--- src/rtl/vreg_wb_scoreboard.sv ---
// Purpose: round-robin writeback arbiter for the vector regfile write port, plus a per-register busy scoreboard.
// Latency: a handshake in cycle N appears on vregw_en_o/vrd_addr_o/vrd_data_o in N+1; busy clears at the end of N+1.
// Backpressure: none on writeback; one grant every cycle any wb_valid_i is set. A reservation of a busy register is refused.
//
// Ports:
//   clk, rst_n                   clock, asynchronous active-low reset
//   rsv_valid_i/rsv_vd_i         reserve a destination; rsv_ready_o accepts it
//   chk_vs1_i/chk_vs2_i          sources to hazard-check; chk_hazard_o (combinational)
//   wb_valid_i/wb_vd_i/wb_data_i per-requester writeback; requester k at [5k+:5] / [VLEN*k+:VLEN]
//   wb_ready_o                   one-hot grant
//   vregw_en_o/vrd_addr_o/vrd_data_o  registered regfile write port
//   busy_o                       scoreboard busy bits
//   err_o                        sticky error: write to a register that was not reserved
// Optional feature: define VREG_WB_SB_CHECK_EN to build the err_o check; otherwise err_o is tied 0.

module vreg_wb_scoreboard #(
  parameter int DATA_WIDTH = 32,
  parameter int ELEMENTS   = 8,
  parameter int VLEN       = DATA_WIDTH * ELEMENTS,
  parameter int VREGS      = 32,
  parameter int NREQ       = 2
) (
  input  logic                 clk,
  input  logic                 rst_n,
  input  logic                 rsv_valid_i,
  input  logic [4:0]           rsv_vd_i,
  output logic                 rsv_ready_o,
  input  logic [4:0]           chk_vs1_i,
  input  logic [4:0]           chk_vs2_i,
  output logic                 chk_hazard_o,
  input  logic [NREQ-1:0]      wb_valid_i,
  input  logic [NREQ*5-1:0]    wb_vd_i,
  input  logic [NREQ*VLEN-1:0] wb_data_i,
  output logic [NREQ-1:0]      wb_ready_o,
  output logic                 vregw_en_o,
  output logic [4:0]           vrd_addr_o,
  output logic [VLEN-1:0]      vrd_data_o,
  output logic [VREGS-1:0]     busy_o,
  output logic                 err_o
);

  localparam int AW = 5;
  localparam int PW = (NREQ > 1) ? $clog2(NREQ) : 1;

  logic [VREGS-1:0] busy;
  logic [PW-1:0]    rr_ptr;
  logic [PW-1:0]    grant_idx;
  logic             grant_vld;
  logic [NREQ-1:0]  grant_oh;
  logic [AW-1:0]    g_vd;
  logic [VLEN-1:0]  g_data;
  logic             g_write;

  // Scan requesters starting at rr_ptr; the first valid one wins.
  always_comb begin
    grant_vld = 1'b0;
    grant_idx = '0;
    grant_oh  = '0;
    for (int i = 0; i < NREQ; i++) begin
      if (!grant_vld && wb_valid_i[(int'(rr_ptr) + i) % NREQ]) begin
        grant_vld = 1'b1;
        grant_idx = PW'((int'(rr_ptr) + i) % NREQ);
      end
    end
    grant_oh[grant_idx] = grant_vld;
  end

  assign wb_ready_o = grant_oh;
  assign g_vd       = wb_vd_i[AW*grant_idx +: AW];
  assign g_data     = wb_data_i[VLEN*grant_idx +: VLEN];
  // v0 is hardwired zero: its writebacks are accepted and dropped.
  assign g_write    = grant_vld && (g_vd != '0);

  // A register is still busy while its write sits on the port, so a
  // same-cycle re-reservation is naturally refused here.
  assign rsv_ready_o  = (rsv_vd_i == '0) || !busy[rsv_vd_i];
  assign chk_hazard_o = (busy[chk_vs1_i] && (chk_vs1_i != '0)) ||
                        (busy[chk_vs2_i] && (chk_vs2_i != '0));
  assign busy_o       = busy;

  always_ff @(posedge clk or negedge rst_n) begin
    if (!rst_n) begin
      busy <= '0;
    end else begin
      // Clear for the write on the port retires at the edge the regfile captures it.
      if (vregw_en_o) begin
        busy[vrd_addr_o] <= 1'b0;
      end
      // Set comes last: if an unreserved register is written and reserved in
      // the same cycle, the newer reservation must survive.
      if (rsv_valid_i && rsv_ready_o && (rsv_vd_i != '0)) begin
        busy[rsv_vd_i] <= 1'b1;
      end
    end
  end

  always_ff @(posedge clk or negedge rst_n) begin
    if (!rst_n) begin
      rr_ptr <= '0;
    end else if (grant_vld) begin
      rr_ptr <= (grant_idx == PW'(NREQ - 1)) ? '0 : grant_idx + 1'b1;
    end
  end

  always_ff @(posedge clk or negedge rst_n) begin
    if (!rst_n) begin
      vregw_en_o <= 1'b0;
      vrd_addr_o <= '0;
      vrd_data_o <= '0;
    end else begin
      vregw_en_o <= g_write;
      if (g_write) begin
        vrd_addr_o <= g_vd;
        vrd_data_o <= g_data;
      end
    end
  end

`ifdef VREG_WB_SB_CHECK_EN
  logic err_q;

  always_ff @(posedge clk or negedge rst_n) begin
    if (!rst_n) begin
      err_q <= 1'b0;
    end else if (g_write && !busy[g_vd]) begin
      err_q <= 1'b1;
    end
  end

  assign err_o = err_q;
`else
  assign err_o = 1'b0;
`endif

endmodule

--- config.mk ---
export PLATFORM = sky130hd
export DESIGN_NAME = vreg_wb_scoreboard
export DESIGN_NICKNAME = d
export VERILOG_FILES = /design/src/rtl/vreg_wb_scoreboard.sv
export SDC_FILE = /design/constraint.sdc
export NUM_CORES = 1
export LEC_CHECK = 0
export BUFFER_PORTS_ARGS = -buffer_cell sky130_fd_sc_hd__clkbuf_2
export CORE_AREA = 2 2 323 325
export CTS_CLUSTER_DIAMETER = 50
export DETAILED_ROUTE_END_ITERATION = 8
export DIE_AREA = 0 0 325 327
export GPL_TIMING_DRIVEN = 0
export PLACE_DENSITY = 0.34
export SYNTH_ARGS = -nofsm -noshare
export SYNTH_HDL_FRONTEND = slang
export SYNTH_SLANG_ARGS = --single-unit
--- constraint.sdc ---
create_clock -name clk -period 2.5 [get_ports clk]
set_clock_uncertainty 0.1 [all_clocks]
set_input_delay 0.125 -clock clk [delete_from_list [all_inputs] [get_ports clk]]
set_output_delay 0.125 -clock clk [all_outputs]
set_load 0.02 [all_outputs]
==> results of run 1 <==
-- layout make-up --
cell class / instances / area share (%)
Sequential cell: 295 / 26.7
Clock inverter: 31 / 1.36
Timing Repair Buffer: 1390 / 35.2
Buffer: 127 / 2.32
Tap cell: 1380 / 6.22
Multi-Input combinational cell: 1207 / 21.3
Clock buffer: 88 / 6.79
Antenna cell: 7 / 0.0631
Inverter: 5 / 0.0766
-- repair_timing --
action                                 4_1_cts  5_1_grt
hold buffers                               530        0
gates cloned                                 0        0
resized for setup                           96       69
setup endpoints to repair                  265      139
pin swaps                                    2        3
buffers inserted                            11       12
endpoints found under the hold margin      515        0
-- sequential cells by signal, summed over array words and instances, names as in the netlist --
name and flops:
vrd_data_o 256, busy_o 32, vregw_en_o 1, rr_ptr 1, vrd_addr_o 5
-- logic make-up (layout without fill, tap and decap cells) --
kind of cell	after synthesis	count (layout)	synth area share, %
AND/OR/NAND/NOR	836	836	23.6
AO/OA/AOI/OAI	340	340	14.9
flip-flops	295	295	53.6
buffers and inverters	132	1641	3.66
multiplexers	30	30	4.20
other	1	8	0.0272
-- where the power goes --
group	internal, mW	switching, mW	total [mW]
Sequential	5.86	0.866	6.73
Clock	5.92	3.08	9.01
Combinational	2.91	4.36	7.27
Total	14.7	8.31	23.0
-- how the worst min path moves through the flow --
stage / start / endpoint / cells after the start
floorplan: rst_n / busy_o[0] / 0
global placement: wb_valid_i[1] / rr_ptr / 2
detailed placement: rst_n / vrd_data_o[245] / 1
CTS: rst_n / vrd_data_o[245] / 3
global route: rst_n / vrd_data_o[245] / 3
finish: rst_n / vrd_data_o[245] / 3
-- through the flow --
stage / cell area [um2] / power [mW] / setup WS (ns) / util (%)
after floorplan: 13800 / 9.83 / 0.240 / -
final: 27800 / 23.0 / -0.0399 / 27.0
after global placement: 19700 / 13.1 / -6.45 / 19.1
after global routing: 27800 / 24.2 / -0.128 / 27.0
after detailed placement: 19800 / 13.0 / -1.08 / 19.2
after CTS: 27600 / 23.2 / -0.0932 / 26.8
-- cell usage in the layout (no fill, tap or decap), types with 2 or more instances in the layout --
master,netlist,routed
clkbuf_16,0,68
inv_1,3,3
inv_6,0,2
nor3_1,2,2
dfrtp_1,295,277
clkinv_4,0,3
bufinv_16,0,6
or3_1,8,8
buf_4,2,28
nand3b_1,8,8
nand2b_1,4,4
buf_16,0,4
or3b_2,2,2
nand3_1,4,4
o21ai_1,13,13
dlygate4sd3_1,0,529
dfrtp_2,0,18
or4_1,2,2
clkbuf_1,123,46
a31oi_1,261,261
a311oi_1,2,2
clkbuf_2,0,903
nor2_1,266,266
nand2_1,533,533
clkinv_2,0,9
mux2i_1,6,5
nor3b_1,3,2
mux4_2,22,22
a21oi_1,5,5
clkbuf_8,0,14
diode_2,0,7
o21ai_0,53,52
clkinv_8,0,3
clkbuf_4,0,11
mux2_2,2,2
nand4_1,2,2
clkinvlp_4,0,8
-- metal layers --
layer  vias up  routed length [um]  global-route usage, %
met5         -                  38                      0
met1      8576               36200                   18.9
met2       720               40400                   26.2
li1       8537                   -                      -
met4         6                3870                   7.39
met3       188                5360                   4.14
-- worst max-delay path, stage by stage (launching register included) --
cell,delay (ns)
dfrtp_2,0.41
mux4_2,0.50
mux4_2,0.48
nand2_1,0.07
o211ai_1,0.08
buf_4,0.17
==> metrics.csv, run 1 <==
stage;metric;value;unit
synthesis;async set-reset flop share out of synthesis;100;%
floorplan;Die Y-Extent;327;um
detailed_routing;DRC Markers;0;
critical_path;type of the worst setup path;flip-flop to output pin;
clocking;CTS Buffer Depth;3;
detailed_routing;post-route ant nets;0;
outcome;failing checks;negative setup slack;
grt;gr usage total;15.7;%
synthesis;number of synthesized flops with an enable pin;0;
floorplan;core area;103000;um2
cells_and_area;Layout area overhead;102;%
synthesis;post-synth net total;2176;
grt;initial antenna violation count;6;
sta;relative slew slack;48.9;%
synthesis;yosys warns;0;
floorplan;Top Ports;841;
detailed_routing;routed vias/inst;3.98;
power;maximum vdd drop;0.000505;V
floorplan;DIE WIDTH;325;um
critical_path;worst setup path endpoint;chk_hazard_o;
worst_hold_path;Worst Hold Class;input pin to asynchronous set/reset pin;
sta;Fmax achieved;0.394;GHz
critical_path;critical path startpoint;busy_o[31];
cells_and_area;Storage cell area;7400;um2
critical_path;crit-path max FO;2;
synthesis;#FFs+latches synth;295;
detailed_routing;drt pass-1 iters;5;
synthesis;Synth top cells by count;533 x nand2_1, 295 x dfrtp_1, 266 x nor2_1;
sta;hold_ws;0.0771;ns
synthesis;most frequent cell after synthesis;nand2_1;
sta;final setup margin;-0.0399;ns
grt;largest net degree at the start of global routing;96;
detailed_routing;DR vias;18000;
sta;worst slew pin tran;0.766;ns
clocking;Root Buffer;clkbuf_16;
synthesis;Gate Count Post-Synth;1634;
floorplan;Die ar.;106000;um2
clocking;Skew-Pair Late Insertion Delay;0.59;ns
critical_path;reg2reg end;vrd_data_o[38];
cells_and_area;Multi-input gate area;5920;um2
synthesis;Mapped Area;13800;um2
floorplan;row count;118;
synthesis;largest cells by area after synthesis;dfrtp_1 54%, nand2_1 15%, a31oi_1 12%;
sta;Slew Viols, Final;0;
critical_path;R2R Setup Slk;0.16;ns
cells_and_area;share of post-route cells with drive strength above 1;35.3;%
critical_path;Crit. End Element;output pin;
cells_and_area;Final nets;3634;
detailed_routing;Post-Route WL;85900;um
grt;total grt overflow;0;
floorplan;Initial Util;13.4;%
detailed_routing;initial DRC count;894;
detailed_routing;WL/cell;19.0;um
placement;gpl congestion;0.858;
sta;part of the cycle the worst path needs;102;%
power;Leakage;13.1;nW
cells_and_area;fin cells;4530;
critical_path;CP startpoint kind;flip-flop;
synthesis;dominant cell type by area after synthesis;dfrtp_1;
power;P per Cell Area;828;nW/um2
run;# Max-Cap Violations;0;
clocking;Clock Sink Count;295;
sta;endpoints failing setup;1;
placement;Cell Count Post-Placement;3851;
grt;first-pass GRT wire length;126000;um
critical_path;CP arrival;2.31;ns
placement;port bufs;834;
synthesis;Cell variety after synth;36;
critical_path;FF-to-FF path depth;7;
cells_and_area;Filler Cells Inserted;11400;
synthesis;Yosys top cell area share;53.6;%
clocking;TritonCTS clock tree;done;
clocking;H-tree depth;3;
sta;final hold vios;0;
clocking;clock slew at reported path FFs;0.05;ns
critical_path;Worst EP required;2.28;ns
clocking;CTS buffer count;66;
placement;Detail Placement HPWL;63800;um
sta;min cycle time layout;2.54;ns
synthesis;average cell area after synthesis;8.43;um2
grt;vias in the first global route;19600;
synthesis;post-synthesis sequential area ratio;53.6;%
outcome;status;complete, but fails checks;
critical_path;RR Startpoint;rr_ptr;
synthesis;Top FF cell, synth;dfrtp_1;
sta;TNS Setup;-0.0399;ns
sta;RSZ-0062 raised after global routing;yes;
(Power assumes the default switching activity.)
==> run 2: changes to the inputs <==
clock period = 2.6 ns   (was 2.5 ns; I/O delays follow)
==> run 2 against run 1 <==
Against the previous run: the run now ends clean; critical path depth stayed put; wire length is 0.27% lower; count of clock-buffer cells in the layout stayed put; register-to-register slack hardly changed; first-iteration DRC count is 0.34% higher; final cell count is 0.29% lower; non-clock buffer count is 14 lower; sequential power is 3.1% lower; total power is 4.8% lower.
==> metrics.csv, run 2 (synthesis results as in run 1) <==
stage;metric;value;unit;change
grt;Most Crowded Layer GR;met2;;
cells_and_area;max reg flops;256;;unchanged
clocking;Clock Sink Count;295;;unchanged
cells_and_area;share of post-route cells with drive strength above 1;34.0;%;-1.3 points
detailed_routing;DRC Markers;0;;unchanged
cells_and_area;commonest non-fill, non-tap cell in the layout;clkbuf_2;;
critical_path;crit-path max FO;3;;+1
critical_path;CP arrival;2.30;ns;about the same
sta;Slew Viols, Final;0;;unchanged
floorplan;DIE WIDTH;325;um;unchanged
power;Leakage;12.9;nW;-1.1%
detailed_routing;Post-Route WL;85600;um;-0.27%
sta;part of the cycle the worst path needs;97.5;%;
clocking;clock slew at reported path FFs;0.05;ns;about the same
cells_and_area;most frequent cells in the layout;882 x clkbuf_2, 533 x nand2_1, 529 x dlygate4sd3_1;;
grt;first-pass GRT wire length;126000;um;-0.13%
grt;vias in the first global route;19600;;-0.14%
critical_path;CP startpoint kind;flip-flop;;
clocking;Skew-Pair Late Insertion Delay;0.59;ns;about the same
clocking;TritonCTS clock tree;done;;
power;Logic pwr share;30.6;%;-1.0 points
detailed_routing;routed vias/inst;3.99;;+0.27%
grt;total grt overflow;0;;unchanged
sta;min cycle time layout;2.53;ns;
grt;gr usage total;15.7;%;-0.027 points
sta;worst slew pin tran;0.948;ns;+0.182 ns
grt;met2 usage;26.1;%;-0.056 points
floorplan;row count;118;;unchanged
floorplan;Die Y-Extent;327;um;unchanged
floorplan;core area;103000;um2;unchanged
floorplan;Initial Util;13.4;%;unchanged
grt;grt met3 use;4.13;%;-0.012 points
detailed_routing;initial DRC count;897;;+0.34%
sta;TNS Setup;0;ns;+0.0399 ns
power;P per Cell Area;793;nW/um2;-4.2%
clocking;CTS buffer count;66;;unchanged
worst_hold_path;Worst Hold Class;input pin to asynchronous set/reset pin;;
cells_and_area;Final nets;3620;;-0.39%
grt;largest net degree at the start of global routing;96;;unchanged
floorplan;Die ar.;106000;um2;unchanged
sta;endpoints failing setup;0;;-1
detailed_routing;drt pass-1 iters;5;;unchanged
cells_and_area;fin cells;4517;;-0.29%
grt;initial antenna violation count;6;;unchanged
power;Sw Share;36.3;%;+0.14 points
cells_and_area;final core area utilization;26.8;%;-0.17 points
placement;Cell Count Post-Placement;3851;;unchanged
power;net switching power;7.94;mW;-4.4%
power;Seq pwr share;29.8;%;+0.6 points
power;Power Internal;14.0;mW;-5.0%
critical_path;Crit. End Element;output pin;;
placement;Detail Placement HPWL;63800;um;unchanged
clocking;Root Buffer;clkbuf_16;;
floorplan;Top Ports;841;;unchanged
grt;met1 usage;18.9;%;about the same
power;maximum vdd drop;0.000485;V;-3.9%
clocking;CTS Buffer Depth;3;;unchanged
outcome;status;finished clean;;
clocking;H-tree depth;3;;unchanged
sta;relative slew slack;36.8;%;-12 points
sta;final hold vios;0;;unchanged
cells_and_area;Largest Register;vrd_data_o;;
sta;hold_ws;0.0905;ns;+0.0135 ns
placement;port bufs;834;;unchanged
cells_and_area;Layout area overhead;100;%;
sta;RSZ-0062 raised after global routing;yes;;
detailed_routing;post-route ant nets;0;;unchanged
sta;Fmax achieved;0.395;GHz;
critical_path;type of the worst setup path;flip-flop to output pin;;
detailed_routing;WL/cell;19.0;um;about the same
run;# Max-Cap Violations;0;;unchanged
detailed_routing;DR vias;18000;;-0.017%
critical_path;Worst EP required;2.37;ns;+0.09 ns
placement;gpl congestion;0.858;;unchanged
power;Clk pwr share;39.6;%;+0.4 points
run 2: worst max-delay path, cell delays in order (launching register included):
cell,delay (ns)
dfrtp_2,0.42
mux4_2,0.50
mux4_2,0.48
nand2_1,0.07
o211ai_1,0.07
buf_4,0.17
run 2: per-stage QoR:
step,cell area (um2),setup WS (ns),power [mW]
5_1_grt,27600,-0.0509,23.0
2_1_floorplan,13800,0.340,9.46
3_5_place_dp,19800,-0.975,12.5
4_1_cts,27500,-0.00769,22.2
6_report,27600,0.0652,21.9
3_3_place_gp,19700,-6.36,12.6
run 2: final timing paths:
kind	to	cells past startpoint	slack (ns)	from
setup / recovery	chk_hazard_o	5	0.07	busy_o[31]
min in group clk	vrd_data_o[150]	4	0.21	wb_data_i[406]
max in group asynchronous	vrd_data_o[164]	4	1.34	rst_n
hold / removal	vrd_data_o[245]	3	0.09	rst_n
setup reg to reg	vrd_data_o[206]	7	0.17	rr_ptr
hold reg to reg	vrd_data_o[182]	2	0.44	vrd_data_o[182]
run 2: what timing repair did:
action                     CTS  global route
hold endpoints to repair   515             0
hold buffers               530             0
setup buffers                9             0
setup endpoints to repair  265            89
pin swaps                    1             4
gates resized for setup     66            52
run 2: metal layers:
metal	wire length (um)	vias to the layer above
li1	-	8510
met1	36200	8600
met2	40100	714
met3	5300	194
met4	3990	6
met5	41	-
run 2: cell type report:
type | count | area (um2)
Antenna cell | 8 | 20.0
Timing Repair Buffer | 1376 | 9660
Inverter | 5 | 21.3
Sequential cell | 295 | 7390
Clock inverter | 31 | 378
Clock buffer | 88 | 1890
Buffer | 127 | 607
Fill cell | 11400 | 75300
Tap cell | 1380 | 1730
Multi-Input combinational cell | 1207 | 5900
run 2: power groups by stage:
stage               Clock (mW)  Combinational (mW)  Sequential, mW
floorplan                    0                1.93            7.53
global placement             0                5.94            6.62
detailed placement           0                5.91            6.60
CTS                       8.92                6.78            6.52
global route              9.15                7.24            6.65
finish                    8.66                6.71            6.52
